`src/rtl/fetch_stage.sv`:
```
// fetch_stage: instruction fetch and PC update, two cycles per instruction plus stalls
// Ports: clk/reset (sync, active-high); stall holds EXEC; sel_pc/imm/alu_out choose next PC;
// imem_addr/imem_rdata drive a synchronous-read instruction memory; inst/inst_valid feed
// the decoder; pc/pc_plus4 expose the PC; halted flags the stopped stage; retire_count
// counts retired instructions when FETCH_RETIRE_CNT_EN is defined, else reads 0.
module fetch_stage #(
  parameter logic [31:0] RESET_PC = 32'h0000_0000,
  parameter int IMEM_ADDR_BITS = 11
) (
  input  logic                      clk,
  input  logic                      reset,
  input  logic                      stall,
  input  logic [1:0]                sel_pc,
  input  logic [15:0]               imm,
  input  logic [31:0]               alu_out,
  output logic [IMEM_ADDR_BITS-1:0] imem_addr,
  input  logic [31:0]               imem_rdata,
  output logic [31:0]               inst,
  output logic                      inst_valid,
  output logic [31:0]               pc,
  output logic [31:0]               pc_plus4,
  output logic                      halted,
  output logic [31:0]               retire_count
);
  typedef enum logic [1:0] {FETCH, EXEC, HALT} state_t;
  state_t r_state, w_next;
  logic [31:0] r_pc, w_next_pc, w_branch;
  logic w_adv, w_unused;
  always_ff @(posedge clk)
    r_state <= reset ? FETCH : w_next;
  always_comb begin
    w_next = r_state == FETCH ? EXEC :
             r_state == EXEC  ? (stall ? EXEC : sel_pc == 2'b00 ? HALT : FETCH) : HALT;
  end
  always_comb begin
    inst_valid = r_state == EXEC;
    halted     = r_state == HALT;
    inst       = inst_valid ? imem_rdata : 32'h0000_DEAD;
  end
  assign w_adv     = r_state == EXEC && !stall && sel_pc != 2'b00;
  assign pc_plus4  = r_pc + 32'd4;
  assign w_branch  = pc_plus4 + {{14{imm[15]}}, imm, 2'b00};
  assign w_next_pc = sel_pc == 2'b01 ? pc_plus4 :
                     sel_pc == 2'b10 ? w_branch :
                     sel_pc == 2'b11 ? {alu_out[31:2], 2'b00} : r_pc;
  assign w_unused  = &{1'b0, alu_out[1:0]};
  always_ff @(posedge clk)
    if (reset) r_pc <= RESET_PC;
    else if (w_adv) r_pc <= w_next_pc;
  assign pc        = r_pc;
  assign imem_addr = r_pc[IMEM_ADDR_BITS+1:2];
`ifdef FETCH_RETIRE_CNT_EN
  logic [31:0] r_retire_count;
  always_ff @(posedge clk)
    if (reset) r_retire_count <= 32'd0;
    else if (w_adv) r_retire_count <= r_retire_count + 32'd1;
  assign retire_count = r_retire_count;
`else
  assign retire_count = 32'h0;
`endif
endmodule

```
`config.mk`:
```
export PLATFORM = sky130hd
export DESIGN_NAME = fetch_stage
export DESIGN_NICKNAME = d
export VERILOG_FILES = /design/src/rtl/fetch_stage.sv
export SDC_FILE = /design/constraint.sdc
export NUM_CORES = 1
export LEC_CHECK = 0
export CAP_MARGIN = 20
export CORE_MARGIN = 3
export CORE_UTILIZATION = 45
export CTS_CLUSTER_SIZE = 25
export DETAILED_ROUTE_END_ITERATION = 8
export HOLD_SLACK_MARGIN = 0.08
export PLACE_DENSITY_LB_ADDON = 0.2
export SYNTH_ARGS = -nofsm -noshare
export SYNTH_HDL_FRONTEND = slang
export SYNTH_SLANG_ARGS = --single-unit
```
`constraint.sdc`:
```
create_clock -name clk -period 10.9 [get_ports clk]
set_clock_uncertainty 0.15 [all_clocks]
set_input_delay 2.725 -clock clk [delete_from_list [all_inputs] [get_ports clk]]
set_output_delay 2.725 -clock clk [all_outputs]
set_load 0.01 [all_outputs]
```
==> results of run 1 <==
==> state kept, by name, indices dropped and copies added (netlist names) <==
signal	count
r_state	2
pc	30
==> routing by layer <==
metal,share of wire,GRT usage
met1,0.40,0.351
met2,0.50,0.496
met3,0.075,0.0512
met4,0.027,0.0877
met5,0,0
==> critical path, cell delays in order <==
cell	delay [ns]
clkdlybuf4s50_1	0.52
and2_1	0.14
clkdlybuf4s50_1	0.54
==> cell type report <==
type,instances,area [sq um]
multi-input combinational,552,3550
fill,937,3420
timing repair buffer,192,1900
sequential,32,641
tap,133,166
clock buffer,8,90.1
inverter,12,45.0
==> synth_stat cells, drive strengths merged, types with 10 or more instances <==
| master | count | share of area |
|---|---|---|
| clkbuf | 24 | 0.020 |
| nand3 | 26 | 0.030 |
| nor3 | 15 | 0.016 |
| a21o | 14 | 0.023 |
| dfxtp | 32 | 0.14 |
| o21ai | 42 | 0.046 |
| xor2 | 20 | 0.040 |
| nor2b | 13 | 0.018 |
| nor2 | 62 | 0.051 |
| a21oi | 46 | 0.050 |
| buf | 51 | 0.083 |
| ha | 36 | 0.098 |
| nand2b | 15 | 0.021 |
| inv | 12 | 0.0098 |
| nand4 | 10 | 0.017 |
| nand2 | 46 | 0.038 |
| xnor2 | 28 | 0.054 |
| and2 | 24 | 0.033 |
==> power groups by stage <==
stage / combinational (mW) / sequential [mW] / clock (mW)
after floorplan: 0.137 / 0.138 / 0
after global placement: 0.229 / 0.138 / 0
after detailed placement: 0.232 / 0.138 / 0
after CTS: 0.233 / 0.136 / 0.103
after global routing: 0.255 / 0.137 / 0.111
final: 0.234 / 0.136 / 0.101
==> final timing paths <==
| path | to | slack [ns] | startpoint | cells after the start |
|---|---|---|---|---|
| worst max-delay path | inst[19] | 4.10 | imem_rdata[19] | 3 |
| worst min-delay path | r_state[0]$_SDFF_PP0_ | 0.35 | r_state[1]$_SDFF_PP0_ | 1 |
| worst max register to register | pc[31]$_SDFFE_PP0P_ | 6.29 | pc[2]$_SDFFE_PP0P_ | 14 |
| worst min register to register | r_state[0]$_SDFF_PP0_ | 0.35 | r_state[1]$_SDFF_PP0_ | 1 |
==> metrics by stage <==
stage / util / setup slack (ns)
4_1_cts: 0.652 / 4.07
3_3_place_gp: 0.643 / 4.07
5_1_grt: 0.652 / 4.07
3_5_place_dp: 0.643 / 4.07
6_report: 0.652 / 4.10
2_1_floorplan: - / 5.14
==> logic make-up after synthesis <==
group / Yosys count / synth area share
other cells: 1 / 0.000820
mux: 13 / 0.0295
compound gates: 181 / 0.257
xor+xnor: 48 / 0.0935
fa+ha+maj: 37 / 0.103
simple gates: 237 / 0.264
flops: 32 / 0.140
buf+inv: 87 / 0.112
==> flow_summary_export.csv, run 1 <==
group,metric,value,unit
pwr,p_int,0.292,mW
final_layout,final_common_cell,"clkdlybuf4s50_1",
hold_path,hp-class,"flip-flop to flip-flop",
clock_tree,clk_pin_slew_worst_paths,0.07,ns
pwr,ir_drop,0.0385,mV
final_layout,n_antenna_cell,0,
clock_tree,cts_resized,0,
timing,slew_headroom,0.287,
die,start_util,0.466,
synth,synth.avg_cell_area,7.19,sq um
pwr,p_comb_frac,0.497,
timing,rsz0062_at_grt,"false",
final_layout,drive_gt1_frac,0.0302,
place,post-dp-hpwl,13.0,mm
die,num_rows,36,
synth,synthArstFlopShare,0,
timing,finalCritPeriodShare,0.624,
run,cap_viol_max_count,0,
worst_setup_path,endpoint_kind,"output port",
worst_setup_path,critPathLaunchType,"input port",
pwr,p_per_area,73.6,nW/um^2
detailed_routing,route.vias.total,5243,
timing,hold_ws,0.351,ns
synth,netlist_instances,636,
grt,grt_max_degree,63,
timing,finalMaxSlewViolations,0,
grt,grt-ovfl-total,0,
pwr,power_frac_seq,0.288,
clock_tree,postCtsSetupBuffers,0,
clock_tree,numCtsBuffers,5,
pwr,switching_power,0.179,mW
synth,syn_area,4570,sq um
detailed_routing,drc,0,
timing,setup_viol,0,
grt,antenna_found_initial,0,
timing,fmax,0.147,GHz
grt,grt_pass1_vias,5112,
final_layout,area_growth,39.9,%
timing,tightest_slew,1.07,ns
clock_tree,cts.sinks,32,
detailed_routing,drt_iter0_markers,248,
clock_tree,cts_tree,"built",
worst_setup_path,cp.arrival,3.93,ns
pwr,total_power,0.471,mW
timing,hold_viol_final,0,
final_layout,mostFrequentLayoutCells,"clkdlybuf4s50_1 (186), nor2_1 (62), nand2_1 (46), a21oi_1 (46), o21ai_0 (39)",
clock_tree,cts_root_buf,"clkbuf_8",
detailed_routing,wl,16.6,mm
worst_setup_path,criticalPathCategory,"input port to output port",
final_layout,fin_nets,917,
die,die_h,107,um
synth,synth_edf_count,0,
die,core,9820,sq um
grt,groute.usage.overall,0.283,
place,port_buffers,187,
detailed_routing,drt_pass1_iterations,4,
synth,ys_seq_elements,32,
grt,grt_pass1_wl,26.1,mm
detailed_routing,vias_per_cell,5.64,
die,die_w,107,um
place,gp_congestion,0.917,
detailed_routing,detail-route-antenna-nets,0,
worst_setup_path,crit_path_max_fanout,1,
outcome,outcome,"completed",
pwr,clockPowerShare,0.215,
pwr,switching_share,0.380,
synth,seq_area_frac_synth,0.140,
clock_tree,cts_hold_buf,0,
final_layout,stdcell_area,6400,sq um
die,io_pins,226,
clock_tree,clk_path_buf_depth,2,
clock_tree,cts_max_level,2,
clock_tree,clock_latency,0.29,ns
synth,synthFlopType,"dfxtp_1",
timing,fin_crit,6.80,ns
worst_setup_path,required,8.03,ns
timing,tns,0,ns
pwr,p_leak,2.62,nW
final_layout,stdcell_count,929,
detailed_routing,wl_per_cell,17.9,um
place,post_dp_cell_area,6310,sq um
synth,synthDistinctLibCells,65,
place,dp.cells,921,
die,die-area,11400,sq um
synth,yosys_warnings,0,
Power figures use the tool's default switching activity.
==> inputs of run 2 (changes only) <==
- CORE_UTILIZATION: 45 -> 42
- clock period: 10.9 -> 6.5 ns (I/O delays scaled with it)
==> run 2 against run 1 <==
Worst setup slack worse by 2.8 ns. Hold slack improved by 0.017 ns. Via count is 1.3% higher. Wire length shrank 1.1%. Sequential power up 68%. Flip-flop and latch count stayed put. Sequential share of layout area is 0.056 points lower. Largest cell class unchanged. Largest power group unchanged.
==> flow_summary_export.csv, run 2 (synthesis results as in run 1) <==
group,metric,value,unit
final_layout,final_core_util,0.615,
final_layout,area_growth,40.7,%
die,io_pins,226,
worst_setup_path,criticalPathCategory,"flip-flop to output port",
final_layout,multiInputGateArea,3550,sq um
grt,grt_pass1_vias,5150,
clock_tree,postCtsSetupBuffers,0,
worst_setup_path,required,4.72,ns
final_layout,fillers,968,
timing,finalCritPeriodShare,0.807,
clock_tree,cts_tree,"built",
final_layout,final-seq-area,641,sq um
grt,groute.usage.overall,0.260,
pwr,switching_power,0.305,mW
worst_setup_path,endpoint_kind,"output port",
detailed_routing,vias_per_cell,5.69,
timing,setup_viol,0,
detailed_routing,detail-route-antenna-nets,0,
timing,slew_headroom,0.364,
clock_tree,cts_hold_buf,0,
worst_setup_path,critPathLaunchType,"flip-flop",
timing,tns,0,ns
detailed_routing,drt_pass1_iterations,5,
final_layout,mostFrequentLayoutCells,"clkdlybuf4s50_1 (186), nor2_1 (62), nand2_1 (46), a21oi_1 (46), o21ai_0 (39)",
clock_tree,cts_max_level,2,
pwr,clockPowerShare,0.227,
clock_tree,cts_root_buf,"clkbuf_8",
die,die_h,110,um
grt,grt_pass1_wl,24.9,mm
clock_tree,clk_path_buf_depth,2,
grt,grt-busiest-layer,"met2",
detailed_routing,drc,0,
timing,fmax,0.191,GHz
clock_tree,cts.sinks,32,
pwr,total_power,0.805,mW
grt,antenna_found_initial,0,
die,die_w,110,um
detailed_routing,route.vias.total,5311,
timing,fin_crit,5.25,ns
clock_tree,clk_pin_slew_worst_paths,0.08,ns
pwr,p_comb_frac,0.489,
die,start_util,0.437,
pwr,ir_drop,0.0794,mV
hold_path,hp-class,"flip-flop to flip-flop",
pwr,p_leak,2.64,nW
final_layout,fin_nets,920,
grt,grt_util_met2,0.463,
place,post-dp-hpwl,12.8,mm
detailed_routing,drt_iter0_markers,328,
worst_setup_path,crit_path_max_fanout,9,
clock_tree,cts_resized,0,
pwr,p_per_area,125,nW/um^2
grt,grt_max_degree,45,
timing,hold_viol_final,0,
grt,grt_use_met1,0.312,
detailed_routing,wl,16.4,mm
final_layout,final_common_cell,"clkdlybuf4s50_1",
timing,tightest_slew,0.951,ns
clock_tree,numCtsBuffers,5,
final_layout,n_antenna_cell,0,
timing,hold_ws,0.367,ns
die,core,10500,sq um
die,num_rows,37,
grt,grt-ovfl-total,0,
pwr,p_int,0.500,mW
final_layout,drive_gt1_frac,0.0351,
timing,rsz0062_at_grt,"false",
grt,met3_usage,0.0478,
pwr,switching_share,0.379,
clock_tree,clock_latency,0.30,ns
detailed_routing,wl_per_cell,17.6,um
outcome,outcome,"completed",
timing,finalMaxSlewViolations,0,
run,cap_viol_max_count,0,
final_layout,largest_reg_flops,30,
worst_setup_path,cp.arrival,3.47,ns
place,gp_congestion,0.974,
pwr,power_frac_seq,0.283,
die,die-area,12200,sq um
place,port_buffers,187,
[run 2: cell count changes in the layout (fill, tap and decap cells not counted)]
cell      change
buf_4         +2
buf_6         +1
clkbuf_1      -2
clkbuf_8      +1
[run 2: final timing paths]
check | start | end | slack (ns) | depth (start not counted)
worst min-delay path | r_state[1]$_SDFF_PP0_ | r_state[0]$_SDFF_PP0_ | 0.37 | 1
worst max register to register | pc[2]$_SDFFE_PP0P_ | pc[31]$_SDFFE_PP0P_ | 1.81 | 15
worst min register to register | r_state[1]$_SDFF_PP0_ | r_state[0]$_SDFF_PP0_ | 0.37 | 1
worst max-delay path | pc[2]$_SDFFE_PP0P_ | pc_plus4[28] | 1.25 | 8
[run 2: power groups by stage]
stage / Sequential [mW] / Clock (mW) / Combinational, mW
global route: 0.230 / 0.190 / 0.429
floorplan: 0.232 / 0 / 0.229
CTS: 0.228 / 0.182 / 0.391
finish: 0.228 / 0.183 / 0.394
global placement: 0.232 / 0 / 0.384
detailed placement: 0.232 / 0 / 0.389
[run 2: layout make-up]
cell class,count,area share
Clock buffer,7,0.0150
Inverter,12,0.00700
Multi-Input combinational cell,552,0.552
Sequential cell,32,0.0995
Tap cell,136,0.0264
Timing Repair Buffer,195,0.300
[run 2: metal layers]
metal,wire length (um),part of all wire,vias up
li1,-,-,2536
met1,6560,0.40,2476
met2,8020,0.49,264
met3,1370,0.083,35
met4,473,0.029,0
met5,0,0,-
[run 2: worst max-delay path, stage by stage (launching register included)]
cell	delay, ns
dfxtp_1	0.51
ha_1	0.25
nand3_1	0.28
nor2_1	0.42
nand3_1	0.29
nor2_1	0.35
nand3_1	0.14
xnor2_1	0.33
clkdlybuf4s50_1	0.61
[run 2: through the flow]
stage               setup WS, ns  cell area (sq um)  cells
floorplan                   2.56               4710    671
global placement            1.32               6330    926
detailed placement          1.19               6330    926
CTS                         1.33               6420    933
global route                1.13               6440    934
finish                      1.25               6440    934
